==> config.mk <==
export PLATFORM = sky130hd
export DESIGN_NAME = level_sample_sequencer
export DESIGN_NICKNAME = d
export VERILOG_FILES = /design/src/rtl/level_sample_sequencer.sv
export SDC_FILE = /design/constraint.sdc
export NUM_CORES = 1
export LEC_CHECK = 0
export ABC_AREA = 1
export CAP_MARGIN = 20
export CORE_UTILIZATION = 45
export DETAILED_ROUTE_END_ITERATION = 6
export PLACE_DENSITY = 0.73
export SLEW_MARGIN = 15
export SYNTH_ARGS = -nofsm -noshare
export SYNTH_HDL_FRONTEND = slang
export SYNTH_SLANG_ARGS = --single-unit
==> constraint.sdc <==
create_clock -name clk_100MHz -period 2.2 [get_ports clk_100MHz]
set_clock_uncertainty 0.2 [all_clocks]
set_input_delay 0.44 -clock clk_100MHz [delete_from_list [all_inputs] [get_ports clk_100MHz]]
set_output_delay 0.44 -clock clk_100MHz [all_outputs]
set_load 0.03 [all_outputs]
==> src/rtl/level_sample_sequencer.sv <==
// Level-sample sequencer: accepts a 10-bit level, range-checks it, converts it to
// BCD with a shift-add-3 engine and commits digits plus hysteresis alarms atomically.
module level_sample_sequencer #(
  parameter int HI_LIMIT  = 900,
  parameter int LO_LIMIT  = 100,
  parameter int HYST      = 5,
  parameter int MAX_LEVEL = 999
) (
  input  logic       clk_100MHz,
  input  logic       reset,
  input  logic       sample_valid,
  input  logic [9:0] sample_data,
  output logic       sample_ready,
  output logic [3:0] data_h,
  output logic [3:0] data_t,
  output logic [3:0] data_u,
  output logic       GOET,
  output logic       LOET,
  output logic       input_error,
  output logic       update_done
);

  localparam logic [1:0] IDLE    = 2'd0;
  localparam logic [1:0] CHECK   = 2'd1;
  localparam logic [1:0] CONVERT = 2'd2;
  localparam logic [1:0] COMMIT  = 2'd3;

  localparam logic [9:0] MAX_LVL = 10'(MAX_LEVEL);
  localparam logic [9:0] HI_SET  = 10'(HI_LIMIT);
  localparam logic [9:0] HI_CLR  = 10'(HI_LIMIT - HYST);
  localparam logic [9:0] LO_SET  = 10'(LO_LIMIT);
  localparam logic [9:0] LO_CLR  = 10'(LO_LIMIT + HYST);

  logic [1:0]  state_q, state_d;
  logic [9:0]  sample_q, sample_d;
  logic [9:0]  bin_q, bin_d;
  logic [11:0] bcd_q, bcd_d;
  logic [3:0]  iter_q, iter_d;
  logic [3:0]  data_h_q, data_h_d, data_t_q, data_t_d, data_u_q, data_u_d;
  logic        goet_q, goet_d, loet_q, loet_d;
  logic        err_q, err_d, done_q, done_d;

  logic [11:0] bcd_adj;
  logic [21:0] shifted;

  always_comb begin
    for (int i = 0; i < 3; i++) begin
      bcd_adj[i*4 +: 4] = (bcd_q[i*4 +: 4] >= 4'd5) ? bcd_q[i*4 +: 4] + 4'd3
                                                      : bcd_q[i*4 +: 4];
    end
    shifted = {bcd_adj[10:0], bin_q, 1'b0};
  end

  always_comb begin
    // NOTE: every variable gets a default here so no path leaves one unassigned,
    // which would otherwise infer a latch.
    state_d  = state_q;
    sample_d = sample_q;
    bin_d    = bin_q;
    bcd_d    = bcd_q;
    iter_d   = iter_q;
    data_h_d = data_h_q;
    data_t_d = data_t_q;
    data_u_d = data_u_q;
    goet_d   = goet_q;
    loet_d   = loet_q;
    err_d    = err_q;
    done_d   = 1'b0;

    case (state_q)
      IDLE: begin
        if (sample_valid) begin
          sample_d = sample_data;
          state_d  = CHECK;
        end
      end
      CHECK: begin
        if (sample_q > MAX_LVL) begin
          err_d   = 1'b1;
          goet_d  = 1'b0;
          loet_d  = 1'b0;
          done_d  = 1'b1;
          state_d = IDLE;
        end else begin
          bcd_d   = '0;
          bin_d   = sample_q;
          iter_d  = '0;
          state_d = CONVERT;
        end
      end
      CONVERT: begin
        bcd_d  = shifted[21:10];
        bin_d  = shifted[9:0];
        iter_d = iter_q + 4'd1;
        if (iter_q == 4'd9) state_d = COMMIT;
      end
      COMMIT: begin
        data_h_d = bcd_q[11:8];
        data_t_d = bcd_q[7:4];
        data_u_d = bcd_q[3:0];
        err_d    = 1'b0;
        // Between the set and clear points each alarm keeps its previous value.
        if (sample_q >= HI_SET)      goet_d = 1'b1;
        else if (sample_q < HI_CLR)  goet_d = 1'b0;
        if (sample_q <= LO_SET)      loet_d = 1'b1;
        else if (sample_q > LO_CLR)  loet_d = 1'b0;
        done_d  = 1'b1;
        state_d = IDLE;
      end
      default: state_d = IDLE;
    endcase
  end

  // NOTE: sequential state is updated with non-blocking assignments so every flop
  // samples the pre-edge values regardless of statement order.
  always_ff @(posedge clk_100MHz or posedge reset) begin
    if (reset) begin
      state_q  <= IDLE;
      sample_q <= '0;
      bin_q    <= '0;
      bcd_q    <= '0;
      iter_q   <= '0;
      data_h_q <= '0;
      data_t_q <= '0;
      data_u_q <= '0;
      goet_q   <= 1'b0;
      loet_q   <= 1'b0;
      err_q    <= 1'b0;
      done_q   <= 1'b0;
    end else begin
      state_q  <= state_d;
      sample_q <= sample_d;
      bin_q    <= bin_d;
      bcd_q    <= bcd_d;
      iter_q   <= iter_d;
      data_h_q <= data_h_d;
      data_t_q <= data_t_d;
      data_u_q <= data_u_d;
      goet_q   <= goet_d;
      loet_q   <= loet_d;
      err_q    <= err_d;
      done_q   <= done_d;
    end
  end

  assign sample_ready = (state_q == IDLE);
  assign data_h       = data_h_q;
  assign data_t       = data_t_q;
  assign data_u       = data_u_q;
  assign GOET         = goet_q;
  assign LOET         = loet_q;
  assign input_error  = err_q;
  assign update_done  = done_q;

endmodule

# --- After elaboration in Yosys (flattened, before gate mapping) ---
# Cells that the tools add are included.
totals:
  ff_bits: 54
  latchBits: 0
  ramBits: 0
  mem_bits_ro: 0
  output_inout_bits: 17
  wordCells: 67
  mem_count: 0
classes:
  addsub: 4
  n_mul: 0
  div: 0
  magnitude_cmp: 8
  n_eq_ne: 10
  n_shift: 0
  muxes: 24
  bitwise_logic: 0
  n_reduce_logical: 9
ops:
  columns: ["operator", "n"]
  rows:
  - ["$pmux 12 s2", 1]
  - ["$pmux 10 s2", 1]
  - ["$ge 4x3->1 const B", 3]
  - ["$mux 12", 1]
  - ["$mux 4", 3]
  - ["$ge 10x10->1 const B", 1]
  - ["$gt 10x10->1 const B", 1]
  - ["$gt 10x7->1 const B", 1]
  - ["$le 10x7->1 const B", 1]
  - ["$lt 10x10->1 const B", 1]
  - ["$mux 10", 1]
  - ["$add 4x2->4 const B", 2]
  - ["$ne 2x2->1 const B", 4]
  - ["$pmux 1 s2", 4]
  - ["$pmux 2 s4", 1]
  - ["$pmux 4 s2", 1]
  - ["$reduce_and 2->1", 4]
  - ["$mux 1", 7]
  - ["$mux 2", 3]
  - ["$ne 3x3->1 const B", 2]
  - ["$reduce_and 3->1", 2]
  - ["$add 4x1->4 const B", 1]
  - ["$eq 2x2->1 const B", 2]
  - ["$eq 4x4->1 const B", 1]
  - ["other kinds (5)", 6]

# --- Depth between registers and ports, before layout ---
logic_depth:
  word_depth: 4
  mapped_depth: 9
  depth_no_buf: 9

# --- Worst setup path after synthesis ---
# No wires, ideal clock.
synth_path:
  path_type: "flip-flop to flip-flop"
  startpoint: "register (tool-made name)"
  endpoint: "register sample_q[4]"
  arrival_time_ns: 1.513
  required_time_ns: 1.877
  path_slack_ns: 0.364
  stages_incl_launch_ff: 6
  period_less_slack_ns: 1.836
  cell_sequence: "dfrtp_1 -> nor2_1 -> nand2_1 -> buf_2 -> nor2_1 -> a21oi_1"
synth_rtl:
  columns: ["element", "line_no", "rtl"]
  rows:
  - ["to (signal assigned)", "132", "sample_q <= sample_d;"]
  - ["to (decl)", "35", "logic [9:0] sample_q, sample_d;"]

# --- Worst setup path in the final report ---
layout_path:
  startpoint: "register data_t_q[1] (netlist: data_t[1])"
  endpoint: "output port data_t[1]"
layout_rtl:
  columns: ["element", "line_no", "rtl"]
  rows:
  - ["from (decl)", "39", "logic [3:0] data_h_q, data_h_d, data_t_q, data_t_d, data_u_q, data_u_d;"]
  - ["from (signal assigned)", "137", "data_t_q <= data_t_d;"]
  - ["to (decl)", "15", "output logic [3:0] data_t,"]
# No word-level cell between the ends.

==> impl_summary.md <==
Synthesis
The register bit total from synthesis is 54. The net count after synthesis is approximately 340. The yosys synthesis warning count is 0. The average instance in the mapped netlist occupies 8.358 um^2. The number of standard cells after synthesis is roughly 320.

The share of the yosys chip area belonging to registers is ~51%. The share of synthesized area in the top cell type comes to roughly 51%. The synthesized netlist occupies a cell area of 2641 um^2.

By area the synthesized netlist is led by dfrtp_1 (51%), nand2_1 (12%), o21ai_0 (5.1%). Yosys mapped the design onto 26 distinct sky130hd cell types. The largest total area in the synthesized netlist belongs to dfrtp_1.

Critical path
The setup slack of the most critical reg-to-reg path is ~350 ps. For the worst setup path, the data required time is 1560 ps. The gate family responsible for the most delay along the worst path is buffers and inverters.

The type of element launching the critical path is a flop. The capturing element type of the critical path is a primary output. The maximum cell stage delay along the critical path is roughly 670 ps. For the worst setup path, the data arrival time is between 1000 and 1500 ps. The total buffers and inverters traversed by the critical path is 1.

The critical path goes through clkdlybuf4s50_1. The master of the slowest instance on the critical path is clkdlybuf4s50_1. The critical-path maximum fanout is 2. The type of the worst setup path is reg2out.

Timing
The slew of the pin with the lowest slew margin is about 640 ps. Summed over all failing endpoints, the final setup total negative slack is 0 ps. The part of the cycle the worst path needs is around nine tenths. The count of endpoints failing hold in the final timing report is 0. Setup violations remaining at the end of the flow were counted as 0. Measured against its own limit, the worst slew margin works out to between 50% and 60%. The number of pins exceeding their max-slew limit in the final report is 0. Setup repair after global routing left no endpoint under its margin. The smallest clock period supported by the final layout is computed as just under 2000 ps. The worst slack on hold paths is around 280 ps. Based on the critical path, the design can be clocked at up to between 500 and 600 MHz.

Floorplan
During I/O placement, the number of pins put on the boundary was 30. The floorplan step set the die width to a little under 80 um. The area of the core region is around 5600 um^2.

The overall die height is around 79 um. The total number of placement rows is 27. The area enclosed by the die boundary is between 6000 and 7000 um^2.

The effective utilization at floorplan is between 40% and 50%.

Detailed routing
For this block, the initial DRC count from the detailed router was 107. The per-cell routed wire length is 11.65 um. The ratio of routed vias to standard cells is 5.045. The count of nets left with antenna violations once routing finished came out at 0. The pre-antenna-repair detailed-routing pass consisted of 5 iterations.

The overall routed net length is between 4000 and 5000 um. The via count is approximately 2,100. The residual DRC count is 0.

Placement
The number of buffers inserted by port buffering is 29. The routability-driven placement congestion ratio is between 0.8 and 0.9. The detailed placer's ending HPWL is roughly 3400 um.

Clock tree
The total number of clock tree sinks is 54. TritonCTS built the clock tree. Clock tree synthesis inserted a total of 5 buffers. Clock-pin slew was measured on the worst setup and hold paths at 90 ps. The maximum clock path buffer count is 2. Clock latency on the worst-skew pair, taken at its later pin, is roughly 300 ps. In this run the clock root is driven by a clkbuf_8. The number of hold buffers added after cts is 0. The depth of the CTS H-tree is 2.

After clock tree synthesis, the setup repair step added 0 buffers.

Global route
The number of antenna violations at the first check in global routing is 0. The via count of the first global-routing pass is 1,996. Entering global routing, the biggest net connects 55 pins.

The first global-routing pass estimated 8818 um of wire. For this run the aggregate overflow at the end of global routing stands at 0. Global routing consumed, over all layers together, 18.10% of the routing resources.

Final layout
The fraction of the core area covered by cells at the end of the flow is 55.65%. The net total in the final layout is between 300 and 400. From synthesis to final layout, the design area changed by 17.43%. The number of inserted filler cells in the final layout is roughly 550.

The number of antenna diodes in the final layout is 0. Of the cells placed in the final design, the portion with a size suffix greater than 1 is about a tenth.

Run status
The run finished with clean final reports.

Pwr
The power per cell area is around 1500 nW/um^2. The worst-case vdd ir drop is ~0.0008 V. The analysis attributes to cell leakage a power of ~1.5 nW.

Min path
The worst hold path belongs to the class in2async.

Run
The reported max-cap violation count is 0.
-- cells by family (layout without fill, tap and decap cells) --
kind of cell | count (synthesis) | after routing | share of synthesized area (%)
adder cells (fa/ha/maj) | 8 | 8 | 3.790
buffers and inverters | 48 | 80 | 7.674
AND/OR/NAND/NOR | 136 | 136 | 21.51
XOR/XNOR | 2 | 2 | 0.6633
flip-flops | 54 | 54 | 51.16
multiplexers | 3 | 3 | 1.279
AO/OA/AOI/OAI | 65 | 65 | 13.93
-- sequential cells by signal, summed over array words and instances, names as in the netlist, 4 cells and up, named ones only --
signal	flops
bcd_q	12
bin_q	10
data_t	4
data_u	4
iter_q	4
sample_q	10
data_h	4
-- worst min-delay path, delay by kind of cell --
| family | cells | cell delay, ps |
|---|---|---|
| buffers and inverters | 3 | 740 |
-- power by group --
part	total (mW)	internal (mW)	switching, mW
combinational	2.28	0.836	1.44
clock	0.561	0.255	0.306
sequential	1.72	1.43	0.296
-- worst paths after layout --
kind,startpoint,end,cells past startpoint
setup reg to reg,sample_q[8]$_DFFE_PP0P_,bin_q[6]$_DFFE_PP0P_,7
hold / removal,reset,bin_q[7]$_DFFE_PP0P_,3
max in group asynchronous,reset,data_t[2]$_DFFE_PP0P_,3
setup / recovery,data_t[1]$_DFFE_PP0P_,data_t[1],1
hold reg to reg,data_t[2]$_DFFE_PP0P_,data_t[2]$_DFFE_PP0P_,2
min in group clk_100MHz,data_t[2]$_DFFE_PP0P_,data_t[2]$_DFFE_PP0P_,2
-- what timing repair did --
item / 4_1_cts / 5_1_grt
setup endpoints to repair: 1 / 0
hold endpoints to repair: 0 / 0
gates resized for setup: 1 / 0
-- per-layer routing --
metal  GRT usage (%)  up-vias  part of all wire [%]
li1                -     1070                     -
met5               0        -                     0
met1           23.83      986                    48
met3           4.186       11                   3.8
met2           29.30       52                    46
met4           5.926        0                   1.6
-- stage by stage --
| stage | instances | area (um^2) | power (mW) | worst slack (ps) |
|---|---|---|---|---|
| 4_1_cts | 420 | 3102 | 4.600 | 210.3 |
| 6_report | 420 | 3102 | 4.560 | 231.1 |
| 3_3_place_gp | 412 | 3012 | 3.961 | 328.2 |
| 2_1_floorplan | 316 | 2641 | 3.434 | 245.4 |
| 5_1_grt | 420 | 3102 | 4.994 | 158.1 |
| 3_5_place_dp | 412 | 3012 | 4.031 | 334.5 |
-- area by class of cell --
| cell class | instances | area [um^2] | share of cell area, % |
|---|---|---|---|
| Inverter | 38 | 142.6 | 4.599 |
| Timing Repair Buffer | 34 | 339.1 | 10.93 |
| Clock buffer | 7 | 86.33 | 2.783 |
| Clock inverter | 1 | 5.005 | 0.1614 |
| Multi-Input combinational cell | 214 | 1087 | 35.05 |
| Sequential cell | 54 | 1351 | 43.57 |
| Tap cell | 72 | 90.09 | 2.904 |
-- cells in the mapped netlist (all sizes together) --
cell type / n
ha: 8
o21ai: 52
dfrtp: 54
inv: 38
nand3b: 1
a21oi: 11
nor3: 3
clkbuf: 2
mux2: 3
o211ai: 2
nor2: 28
nand3: 18
xor2: 2
nand2: 85
buf: 8
nand4: 1
-- layout by cell type, fill, tap and decap left out, types with 3 or more instances in the layout --
cell	Yosys	routed
nand2_2	3	3
o21ai_0	27	27
o21ai_1	19	19
a21oi_1	9	9
dfrtp_1	54	54
nor3_1	3	3
inv_2	5	6
nor2_1	26	26
nand2_1	81	81
inv_1	33	32
mux2_2	3	3
clkdlybuf4s50_1	0	28
nand3_1	18	18
buf_4	0	4
ha_1	8	8
o21ai_2	6	6
clkbuf_8	0	6
No activity file was read; power rests on OpenSTA's default activity.
